## src/rtl/iob_rst_seq.sv

```systemverilog
// Reset sequencer: filters N_SRC ready sources and releases N_OUT reset domains
// in index order with programmable spacing. Counts source drops and flags slow start-up.
module iob_rst_seq #(
  parameter int N_SRC       = 3,
  parameter int N_OUT       = 3,
  parameter int STABLE_CYC  = 16,
  parameter int STEP_CYC    = 8,
  parameter int TIMEOUT_CYC = 1000000,
  parameter int FAULT_W     = 8
) (
  input  logic               clk_i,
  input  logic               rst_i,
  input  logic [N_SRC-1:0]   src_i,
  input  logic               sw_rst_i,
  output logic [N_OUT-1:0]   rst_o,
  output logic               done_o,
  output logic               timeout_o,
  output logic [FAULT_W-1:0] fault_cnt_o,
  output logic [1:0]         state_o
);

  localparam int SW = $clog2(STABLE_CYC + 1);
  localparam int PW = $clog2(STEP_CYC + 1);
  localparam int GW = $clog2(N_OUT + 1);
  localparam int TW = $clog2(TIMEOUT_CYC + 1);

  localparam logic [SW-1:0]      STABLE_LAST = SW'(STABLE_CYC - 1);
  localparam logic [PW-1:0]      STEP_LAST   = PW'(STEP_CYC - 1);
  localparam logic [GW-1:0]      STAGE_END   = GW'(N_OUT);
  localparam logic [TW-1:0]      TMO_MAX     = TW'(TIMEOUT_CYC);
  localparam logic [TW-1:0]      TMO_LAST    = TW'(TIMEOUT_CYC - 1);
  localparam logic [FAULT_W-1:0] FAULT_MAX   = {FAULT_W{1'b1}};

  typedef enum logic [1:0] {
    ST_WAIT   = 2'd0,
    ST_STABLE = 2'd1,
    ST_REL    = 2'd2,
    ST_RUN    = 2'd3
  } state_e;

  state_e             state_q, state_d;
  logic [N_SRC-1:0]   sync1_q, sync2_q;
  logic [SW-1:0]      stable_cnt_q, stable_cnt_d;
  logic [PW-1:0]      step_cnt_q, step_cnt_d;
  logic [GW-1:0]      stage_q, stage_d;
  logic [TW-1:0]      tmo_cnt_q, tmo_cnt_d;
  logic [N_OUT-1:0]   rst_q, rst_d;
  logic               done_q, done_d;
  logic               timeout_q, timeout_d;
  logic [FAULT_W-1:0] fault_q, fault_d;

  logic src_ok_s, in_pre_s, drop_s, abort_s, rel_start_s, step_hit_s, tmo_hit_s;

  // stage_q is the index of the next domain to release; STAGE_END means all are out
  assign src_ok_s    = &sync2_q;
  assign in_pre_s    = (state_q == ST_WAIT) || (state_q == ST_STABLE);
  assign drop_s      = ((state_q == ST_REL) || (state_q == ST_RUN)) && !src_ok_s;
  assign abort_s     = drop_s || sw_rst_i;
  assign rel_start_s = (state_q == ST_STABLE) && src_ok_s && !sw_rst_i && (stable_cnt_q == STABLE_LAST);
  assign step_hit_s  = (state_q == ST_REL) && !abort_s && (step_cnt_q == STEP_LAST);
  assign tmo_hit_s   = in_pre_s && (tmo_cnt_q == TMO_LAST);

  // State register, counters, synchronisers and output flops
  always_ff @(posedge clk_i) begin
    if (rst_i) begin
      state_q      <= ST_WAIT;
      sync1_q      <= {N_SRC{1'b0}};
      sync2_q      <= {N_SRC{1'b0}};
      stable_cnt_q <= {SW{1'b0}};
      step_cnt_q   <= {PW{1'b0}};
      stage_q      <= {GW{1'b0}};
      tmo_cnt_q    <= {TW{1'b0}};
      rst_q        <= {N_OUT{1'b1}};
      done_q       <= 1'b0;
      timeout_q    <= 1'b0;
      fault_q      <= {FAULT_W{1'b0}};
    end else begin
      state_q      <= state_d;
      sync1_q      <= src_i;
      sync2_q      <= sync1_q;
      stable_cnt_q <= stable_cnt_d;
      step_cnt_q   <= step_cnt_d;
      stage_q      <= stage_d;
      tmo_cnt_q    <= tmo_cnt_d;
      rst_q        <= rst_d;
      done_q       <= done_d;
      timeout_q    <= timeout_d;
      fault_q      <= fault_d;
    end
  end

  // Next-state and sequencing counters
  always_comb begin
    state_d      = state_q;
    stable_cnt_d = stable_cnt_q;
    step_cnt_d   = step_cnt_q;
    stage_d      = stage_q;
    tmo_cnt_d    = tmo_cnt_q;
    if (rel_start_s) begin
      tmo_cnt_d = {TW{1'b0}};
    end else if (in_pre_s && (tmo_cnt_q != TMO_MAX)) begin
      tmo_cnt_d = tmo_cnt_q + TW'(1);
    end else begin
      tmo_cnt_d = tmo_cnt_q;
    end
    if (abort_s) begin
      state_d      = ST_WAIT;
      stable_cnt_d = {SW{1'b0}};
      step_cnt_d   = {PW{1'b0}};
      stage_d      = {GW{1'b0}};
    end else begin
      case (state_q)
        ST_WAIT: begin
          if (src_ok_s) begin
            state_d      = ST_STABLE;
            stable_cnt_d = {SW{1'b0}};
          end else begin
            state_d = ST_WAIT;
          end
        end
        ST_STABLE: begin
          if (!src_ok_s) begin
            state_d = ST_WAIT;
          end else if (stable_cnt_q == STABLE_LAST) begin
            state_d    = ST_REL;
            stage_d    = GW'(1);
            step_cnt_d = {PW{1'b0}};
          end else begin
            stable_cnt_d = stable_cnt_q + SW'(1);
          end
        end
        ST_REL: begin
          if (step_cnt_q == STEP_LAST) begin
            step_cnt_d = {PW{1'b0}};
            if (stage_q == STAGE_END) begin
              state_d = ST_RUN;
            end else begin
              stage_d = stage_q + GW'(1);
            end
          end else begin
            step_cnt_d = step_cnt_q + PW'(1);
          end
        end
        ST_RUN:  state_d = ST_RUN;
        default: state_d = ST_WAIT;
      endcase
    end
  end

  // Registered output values
  always_comb begin
    rst_d     = rst_q;
    done_d    = done_q;
    fault_d   = fault_q;
    timeout_d = timeout_q;
    if (abort_s) begin
      rst_d  = {N_OUT{1'b1}};
      done_d = 1'b0;
      if (drop_s && (fault_q != FAULT_MAX)) begin
        fault_d = fault_q + FAULT_W'(1);
      end else begin
        fault_d = fault_q;
      end
    end else if (rel_start_s) begin
      rst_d[0] = 1'b0;
    end else if (step_hit_s) begin
      if (stage_q == STAGE_END) begin
        done_d = 1'b1;
      end else begin
        for (int k = 0; k < N_OUT; k++) begin
          rst_d[k] = rst_q[k] & (stage_q != GW'(k));
        end
      end
    end else begin
      rst_d = rst_q;
    end
    if (rel_start_s) begin
      timeout_d = 1'b0;
    end else if (tmo_hit_s) begin
      timeout_d = 1'b1;
    end else begin
      timeout_d = timeout_q;
    end
  end

  assign rst_o       = rst_q;
  assign done_o      = done_q;
  assign timeout_o   = timeout_q;
  assign fault_cnt_o = fault_q;
  assign state_o     = state_q;

endmodule
```

## config.mk

```make
export PLATFORM = sky130hd
export DESIGN_NAME = iob_rst_seq
export DESIGN_NICKNAME = d
export VERILOG_FILES = /design/src/rtl/iob_rst_seq.sv
export SDC_FILE = /design/constraint.sdc
export NUM_CORES = 1
export LEC_CHECK = 0
export CAP_MARGIN = 20
export CORE_ASPECT_RATIO = 0.6
export CORE_MARGIN = 8
export CORE_UTILIZATION = 55
export CTS_BUF_LIST = sky130_fd_sc_hd__clkbuf_4 sky130_fd_sc_hd__clkbuf_8
export CTS_CLUSTER_SIZE = 24
export DETAILED_ROUTE_END_ITERATION = 7
export PLACE_DENSITY = 0.76
export SYNTH_ARGS = -nofsm -noshare
export SYNTH_HDL_FRONTEND = slang
export SYNTH_SLANG_ARGS = --single-unit
```

## constraint.sdc

```tcl
create_clock -name clk_i -period 6.5 [get_ports clk_i]
set_clock_uncertainty 0.15 [all_clocks]
set_input_delay 1.3 -clock clk_i [delete_from_list [all_inputs] [get_ports clk_i]]
set_output_delay 1.3 -clock clk_i [all_outputs]
set_load 0.05 [all_outputs]
```

**After elaboration in Yosys (flattened, before gate mapping)**

Cells that the tools add are included.

- Shift operators: 0
- Add/subtract/negate cells: 5
- Order comparisons: 0
- Multiplexer cells: 22
- Multipliers: 0
- Divide/modulo/power cells: 0
- Equality and inequality tests: 20
- Bitwise logic cells: 5
- Reduce and logical (&&, ||, !) cells: 31

Operator list:

| operator | number |
|---|---|
| $add 20x1->20 const B | 1 |
| $eq 20x20->1 const B | 1 |
| $ne 20x20->1 const B | 1 |
| $mux 2 | 8 |
| $mux 5 | 3 |
| $reduce_and 3->1 | 5 |
| $mux 4 | 3 |
| $ne 2x2->1 const B | 6 |
| $pmux 5 s2 | 1 |
| $logic_and 1x1->1 | 9 |
| $add 8x1->8 const B | 1 |
| $ne 2x1->1 const B | 4 |
| $ne 8x8->1 const B | 1 |
| $pmux 2 s4 | 1 |
| $pmux 4 s2 | 1 |
| $reduce_bool 2->1 | 4 |
| $eq 2x2->1 const B | 3 |
| $add 5x1->5 const B | 1 |
| $eq 5x4->1 const B | 1 |
| $reduce_and 5->1 | 1 |
| $add 4x1->4 const B | 1 |
| $eq 4x3->1 const B | 1 |
| $mux 1 | 4 |
| $pmux 2 s2 | 1 |
| other kinds (11) | 20 |

- Memories: 0
- RAM bits: 0
- Bits of input ports: 6
- Output and inout port bits: 15
- Logic and storage cells: 95
- Latch bits: 0
- Bits in read-only memories: 0
- Bits in registers: 52

**Depth between registers and ports, before layout**

Gate-level depths: netlist of run 1.

- Depth after elaboration: 9
- Mapped depth: 9
- Depth with buffers taken out: 7

**Worst setup path before layout of run 1**

OpenSTA, ideal clock, no wires.

- Path kind: input-to-reg
- Start point: input port sw_rst_i
- End point: register timeout_q (netlist: timeout_o)
- Cell stages on the path: 5
- Slack: 3,968 ps
- Setup time: 128 ps
- Data required time: 6,222 ps
- Arrival: 2,255 ps
- Buffers on the path: 2
- Cell sequence: and3b_1 -> a21o_1 -> clkbuf_1 -> clkbuf_1 -> nor2_1

- Longest elaborated chain between the ends: 4

RTL lines:

| what | RTL line | RTL |
|---|---|---|
| start, declared | 14 | `input logic sw_rst_i,` |
| $logic_not 1->1 | 59 | `assign rel_start_s = (state_q == ST_STABLE) && src_ok_s && !sw_rst_i && (stable_cnt_q == STABLE_LAST);` |
| $logic_and 1x1->1 (2 in a row) | 59 |  |
| $reduce_or 2->1 (no line) | - |  |
| end signal, assigned | 87 | `timeout_q <= timeout_d;` |
| end, declared | 49 | `logic timeout_q, timeout_d;` |

Every way passes these cells.
A chain may end at the register's enable or synchronous reset.

**Final worst setup path of run 1**

- Start point: register state_q[0] (netlist: state_o[0])
- End point: output port state_o[0]

RTL lines:

| what | RTL line | RTL |
|---|---|---|
| start, declared | 41 | `state_e state_q, state_d;` |
| start signal, assigned | 78 | `state_q <= state_d;` |
| end, declared | 19 | `output logic [1:0] state_o` |

No word-level cell between the ends.

==> Flow_metrics.wiki, run 1 <==
{| class="wikitable"
! Metric !! Value
|-
| Status || completed
|-
| Area share of fa/ha/maj cells after synthesis || 5.15%
|-
| Number of violations of the max-capacitance limit || 0
|-
| Depth of the most critical reg-to-reg path || 4
|-
| Fraction of layout cells with a size suffix above 1 || 3.99%
|-
| Endpoints failing setup || 0
|-
| Total negative setup slack || 0 ns
|-
| Core outline area || 4170 sq um
|-
| Detailed-route DRC error count || 0
|-
| Total congestion overflow after global routing || 0
|-
| Die ar. || 6870 sq um
|-
| Crit path time final || 3.25 ns
|-
| Vias per Instance || 5.52
|-
| Number of global-route vias before repair || 1772
|-
| Synthesized area per cell || 8.53 sq um
|-
| Std-Cell Rows || 18
|-
| Data arrival time of the critical path || 1.80 ns
|-
| Synthesized flop and latch total || 52
|-
| Number of buffer cells added on primary ports || 20
|-
| Number of I/O pins || 21
|-
| Worst reg2reg path endpoint || tmo_cnt_q[0]
|-
| Global placer's final weighted congestion || 0.850
|-
| Top achievable clock speed || 0.307 GHz
|-
| Yosys warnings || 0
|-
| Die span in y || 67.5 um
|-
| Antenna diode instance count || 0
|-
| Simple-gate share of the synthesized area || 28.8%
|-
| Cells after Synth || 285
|-
| Total number of vias || 1992
|-
| Clock Path Buffers || 2
|-
| Clock-pin slew on the worst setup and hold paths || 0.09 ns
|-
| Maximum fanout count along the critical path || 14
|-
| Cell at the root of the clock tree || sky130_fd_sc_hd__clkbuf_8
|-
| Unrepaired setup endpoints after global routing || false
|-
| Routed length per placed instance || 13.4 um
|-
| Critical path's top delay family || buffers and inverters
|-
| Path type of the worst min-delay path || reg -> reg
|-
| Initial cell density of the core || 58.3%
|-
| Pre-antenna DRT Iters || 4
|-
| Crit path launch type || register
|-
| Final hold vios || 0
|-
| Share of synthesized area occupied by flip-flops and latches || 42.8%
|-
| CP Launch Point || state_o[0]
|-
| Post-layout power || 525 uW
|-
| Clock latency on the worst-skew pair || 0.30 ns
|-
| Layout-stage area growth over the synthesis result || 13.2%
|-
| Global-route wire length before repair || 8400 um
|-
| Drt first-iter violations || 128
|-
| Standby leakage power || 0.912 nW
|-
| Final net count || 316
|-
| Period utilisation layout || 50.1%
|-
| Antenna violations before repair || 0
|-
| Net count of the mapped netlist || 301
|-
| Worst vdd rail ir drop || 0.139 mV
|-
| Max-slew headroom at the worst pin || 54.7%
|-
| Post-synthesis share of cell area spent on xor and xnor gates || 4.33%
|-
| CP Buf/Inv Count || 1
|-
| Share of cell area taken by muxes after synthesis || 1.70%
|-
| Area of the mapped netlist || 2430 sq um
|-
| Number of setup buffers added after CTS || 0
|-
| Fraction of the mapped netlist area in compound gates || 13.1%
|-
| Slew Limit Fails || 0
|-
| Setup crit end kind || output pin
|-
| Count of unique library cells instantiated by Yosys || 43
|-
| Combinational family with the most area after synthesis || simple AND/OR/NAND/NOR gates
|-
| Total global routing track utilization || 15.2%
|-
| Number of gates resized after CTS || 0
|-
| Number of stages on the worst setup path || 1
|-
| Worst reg2reg path startpoint || tmo_cnt_q[9]
|-
| Largest stage delay on the critical path || 0.90 ns
|-
| Die boundary width || 102 um
|-
| Critical path type || reg -> out
|-
| Number of H-tree levels || 2
|-
| TritonCTS clock tree || yes
|-
| Clock sink count || 52
|-
| Filler Cells Inserted || 347
|-
| Cts bufs inserted || 5
|-
| Cell-by-cell listing of the critical path || clkdlybuf4s50_1
|-
| Residual antenna-violating net count after detailed routing || 0
|-
| Actual slew at the worst max-slew pin || 0.673 ns
|-
| Slack of the worst reg-to-reg path || 4.14 ns
|-
| Maximum number of pins on one net before global-route repair || 20
|-
| Required time reported for the critical path endpoint || 5.05 ns
|-
| Aggregate routed wire length || 4840 um
|-
| Slowest stage cell on the critical path || sky130_fd_sc_hd__clkdlybuf4s50_1
|-
| CTS Hold Buffers Added || 0
|-
| CP endpoint || state_o[0]
|-
| Detail Placement HPWL || 3550 um
|-
| Power density cells || 191 nW/um^2
|}
==> cells by family after synthesis <==
group	Yosys count
AND/OR/NAND/NOR	127
XOR/XNOR	12
adder cells (fa/ha/maj)	10
flip-flops	52
buffers and inverters	26
AO/OA/AOI/OAI	54
multiplexers	4
==> state kept, by name (all words and copies together) (netlist names) <==
| name | cells |
|---|---|
| tmo_cnt_q | 20 |
| fault_cnt_o | 8 |
| step_cnt_q | 4 |
| done_o | 1 |
| timeout_o | 1 |
| stage_q | 2 |
| rst_o | 3 |
| sync1_q | 3 |
| sync2_q | 3 |
| state_o | 2 |
| stable_cnt_q | 5 |
==> placed cells by master, fill, tap and decap left out, drive strengths merged, types with 3 or more instances in the layout <==
master,netlist,routed
o31ai,3,3
clkbuf,11,6
nor3,9,9
o21ai,11,11
nand3,18,18
a21oi,23,23
or3,9,9
nand2b,4,4
xnor2,9,9
dfxtp,52,52
nor2b,8,8
nor4,7,7
nor2,25,25
nand4b,3,3
xor2,3,3
clkdlybuf4s50,0,20
inv,14,14
or4,6,6
nand2,22,22
a21o,5,5
ha,10,10
mux2i,3,3
a31oi,4,4
==> cells in the mapped netlist, drive strengths merged <==
library cell  number  area [sq um]
a211o              1          8.76
a211oi             1          7.51
a21o               5          37.5
a21oi             23           115
a22oi              1          7.51
a31oi              4          25.0
a32oi              1          8.76
and2               2          12.5
and3               2          12.5
and3b              2          17.5
and4               1          8.76
and4b              2          20.0
buf                1          5.00
clkbuf            11          41.3
dfxtp             52          1040
ha                10           125
inv               14          52.6
mux2               1          11.3
mux2i              3          30.0
nand2             22          82.6
nand2b             4          25.0
nand3             18           103
nand3b             2          15.0
nand4              2          12.5
nand4b             3          26.3
nor2              25          93.8
nor2b              8          50.1
nor3               9          45.0
nor4               7          43.8
o2111ai            1          8.76
o211ai             2          15.0
o21a               1          7.51
o21ai             11          55.1
o31ai              3          22.5
or3                9          56.3
or3b               1          8.76
or4                6          45.0
or4b               1          10.0
or4bb              1          11.3
xnor2              9          78.8
xor2               3          26.3
==> metrics by stage <==
step | hold slack [ns] | area [sq um] | std cells | util, % | setup WS [ns]
after floorplan | 0.264 | 2430 | 285 | - | 3.97
after global placement | 0.285 | 2660 | 353 | 63.8 | 3.33
after detailed placement | 0.283 | 2660 | 353 | 63.8 | 3.31
after CTS | 0.309 | 2750 | 361 | 66.0 | 3.22
after global routing | 0.317 | 2750 | 361 | 66.0 | 3.15
final | 0.301 | 2750 | 361 | 66.0 | 3.25
==> power by group <==
group,internal [mW],leakage (nW),switching (mW),total (mW)
logic,0.00650,0.440,0.00878,0.0153
clock network,0.0852,0.0510,0.101,0.186
registers,0.322,0.421,0.00255,0.324
total,0.413,0.912,0.112,0.525
==> worst min-delay path by stage <==
stage	start	to	slack, ns	cells after the start
detailed placement	sync1_q[1]	sync2_q[1]	0.28	1
finish	sync1_q[1]	sync2_q[1]	0.30	1
global route	sync1_q[0]	sync2_q[0]	0.32	1
global placement	rst_o[0]	rst_o[0]	0.29	1
floorplan	sync1_q[0]	sync2_q[0]	0.26	1
CTS	sync1_q[0]	sync2_q[0]	0.31	1
==> metal layers <==
layer	wire length [um]	track usage [%]	part of all wire [%]
met5	0	0	0
met4	31	2.72	0.64
met3	227	4.82	4.7
met2	1940	21.5	40
met1	2640	22.0	55
==> cell type report <==
class	count	area, sq um	area share [%]
Sequential cell	52	1040	37.8
Clock buffer	6	82.6	3.00
Clock inverter	2	10.0	0.364
Inverter	14	52.6	1.91
Tap cell	60	75.1	2.73
Timing Repair Buffer	20	200	7.28
Multi-Input combinational cell	207	1290	46.9
No activity file was read; power rests on OpenSTA's default activity.
==> inputs of run 2 (changes only) <==
Settings changed: CORE_UTILIZATION 55 to 54, PLACE_DENSITY 0.76 to 0.78.
Clock period 6.5 ns to 2.7 ns, I/O delays scaled along.
==> run 2 against run 1 <==
Routed wire length increased by 1.4%; global-route usage grew 0.17 points; count of clock-buffer cells in the layout rose by 1; register-to-register slack got worse by 3.7 ns; sequential share of layout area down 0.32 points; final cell count is 1.4% higher; first-iteration DRC count decreased by 11%; flip-flop and latch count unchanged; critical path depth stayed put; critical path type unchanged; largest power group unchanged.
==> Flow_metrics.wiki, run 2 (synthesis gave the netlist of run 1 again) <==
{| class="wikitable"
! Metric !! Value
|-
| Status || completed
|-
| Top achievable clock speed || 0.401 GHz
|-
| Total area of multi-input combinational cells || 1290 sq um
|-
| Fraction of layout cells with a size suffix above 1 || 4.62%
|-
| Maximum fanout count along the critical path || 14
|-
| CTS Hold Buffers Added || 0
|-
| Largest stage delay on the critical path || 0.91 ns
|-
| Drt first-iter violations || 114
|-
| Slowest stage cell on the critical path || sky130_fd_sc_hd__clkdlybuf4s50_1
|-
| Die boundary width || 103 um
|-
| CP endpoint || state_o[0]
|-
| Post-layout power || 1.30 mW
|-
| Core outline area || 4450 sq um
|-
| CP Launch Point || state_o[0]
|-
| Number of stages on the worst setup path || 1
|-
| Antenna diode instance count || 0
|-
| Clock-pin slew on the worst setup and hold paths || 0.09 ns
|-
| Cell-by-cell listing of the critical path || clkdlybuf4s50_1
|-
| Worst reg2reg path startpoint || tmo_cnt_q[1]
|-
| Slew Limit Fails || 0
|-
| Register with the most flip-flops || tmo_cnt_q
|-
| Total number of vias || 2009
|-
| Number of flip-flops in the largest register || 20
|-
| Number of setup buffers added after CTS || 0
|-
| Required time reported for the critical path endpoint || 2.01 ns
|-
| Number of gates resized after CTS || 0
|-
| Slack of the worst reg-to-reg path || 0.44 ns
|-
| Final hold vios || 0
|-
| Max-slew headroom at the worst pin || 56.9%
|-
| Number of violations of the max-capacitance limit || 0
|-
| Cts bufs inserted || 5
|-
| Metal2 WL || 2030 um
|-
| Filler Cells Inserted || 391
|-
| Most common cell after layout, fill and taps aside || sky130_fd_sc_hd__dfxtp_1
|-
| Crit path launch type || register
|-
| Vias per Instance || 5.49
|-
| Die ar. || 6970 sq um
|-
| Residual antenna-violating net count after detailed routing || 0
|-
| CP Buf/Inv Count || 1
|-
| Total global routing track utilization || 15.4%
|-
| Worst vdd rail ir drop || 0.292 mV
|-
| Clock Path Buffers || 2
|-
| TritonCTS clock tree || yes
|-
| Initial cell density of the core || 54.7%
|-
| Actual slew at the worst max-slew pin || 0.647 ns
|-
| Final net count || 318
|-
| Maximum number of pins on one net before global-route repair || 20
|-
| Detailed-route DRC error count || 0
|-
| Pre-antenna DRT Iters || 5
|-
| Detail Placement HPWL || 3480 um
|-
| Met3 wire length || 179 um
|-
| Die span in y || 68.0 um
|-
| Layout-stage area growth over the synthesis result || 14.2%
|-
| Standby leakage power || 0.919 nW
|-
| Total congestion overflow after global routing || 0
|-
| Clock latency on the worst-skew pair || 0.31 ns
|-
| Highest-count cells in the layout ignoring fill and taps || sky130_fd_sc_hd__dfxtp_1 (52), sky130_fd_sc_hd__nor2_1 (25), sky130_fd_sc_hd__a21oi_1 (23)
|-
| Uppermost signal routing layer after detailed routing || met4
|-
| Number of buffer cells added on primary ports || 20
|-
| Detailed-routing wirelength on met1 || 2590 um
|-
| Path type of the worst min-delay path || reg -> reg
|-
| Critical path's top delay family || buffers and inverters
|-
| Period utilisation layout || 92.4%
|-
| Total negative setup slack || 0 ns
|-
| Depth of the most critical reg-to-reg path || 5
|-
| Clock sink count || 52
|-
| Number of global-route vias before repair || 1866
|-
| Data arrival time of the critical path || 1.81 ns
|-
| Sequential cell area || 1040 sq um
|-
| Crit path time final || 2.50 ns
|-
| Routed length per placed instance || 13.4 um
|-
| Std-Cell Rows || 19
|-
| Power density cells || 467 nW/um^2
|-
| Aggregate routed wire length || 4910 um
|-
| Unrepaired setup endpoints after global routing || false
|-
| Global placer's final weighted congestion || 0.780
|-
| Antenna violations before repair || 0
|-
| Critical path type || reg -> out
|-
| Worst reg2reg path endpoint || tmo_cnt_q[18]
|-
| Global-route wire length before repair || 8440 um
|-
| Cell at the root of the clock tree || sky130_fd_sc_hd__clkbuf_8
|-
| Number of I/O pins || 21
|-
| Endpoints failing setup || 0
|-
| Setup crit end kind || output pin
|-
| Number of H-tree levels || 2
|}
-- run 2: cell count changes in the layout (fill, tap and decap cells not counted) --
cell | previous run | this run
sky130_fd_sc_hd__clkinvlp_4 | 0 | 1
sky130_fd_sc_hd__buf_4 | 0 | 2
sky130_fd_sc_hd__clkinv_2 | 2 | 0
sky130_fd_sc_hd__clkbuf_4 | 0 | 1
-- run 2: worst min path at each step --
stage                 end  cells after the start       start
3_3_place_gp   sync2_q[1]                      1  sync1_q[1]
6_report       sync2_q[2]                      1  sync1_q[2]
3_5_place_dp   sync2_q[2]                      1  sync1_q[2]
4_1_cts        sync2_q[2]                      1  sync1_q[2]
5_1_grt        sync2_q[1]                      1  sync1_q[1]
2_1_floorplan  sync2_q[0]                      1  sync1_q[0]
-- run 2: stage by stage --
stage | util [%] | cell area (sq um) | hold WS (ns) | instances | setup slack, ns
floorplan | - | 2430 | 0.264 | 285 | 0.469
global placement | 60.2 | 2680 | 0.271 | 358 | 0.562
detailed placement | 60.2 | 2680 | 0.280 | 358 | 0.461
CTS | 62.4 | 2780 | 0.303 | 366 | 0.194
global route | 62.4 | 2780 | 0.323 | 366 | 0.106
finish | 62.4 | 2780 | 0.301 | 366 | 0.204
-- run 2: routing by layer --
| metal | GRT usage, % | vias up |
|---|---|---|
| met1 | 19.1 | 915 |
| met3 | 4.26 | 12 |
| met2 | 23.9 | 32 |
| met5 | 0 | - |
| met4 | 8.53 | 0 |
| li1 | - | 1050 |
-- run 2: area by class of cell --
class                   count  area share, %
multi-input cells         207           46.5
flip-flops and latches     52           37.5
repair buffers             22           7.75
clock buffers               7           3.25
well taps                  63           2.84
inverters                  14           1.89
clock inverters             1          0.271
-- run 2: power breakdown --
part | internal [mW] | switching [mW] | leakage (nW)
sequential | 0.774 | 0.00635 | 0.421
combinational | 0.0176 | 0.0219 | 0.450
clock | 0.219 | 0.256 | 0.0479
==> inputs of run 3 (changes only) <==
Settings changed: GPL_ROUTABILITY_DRIVEN set to 0.
==> results of run 3 <==
No change in the layout: final DEF, timing and power equal those of run 2.
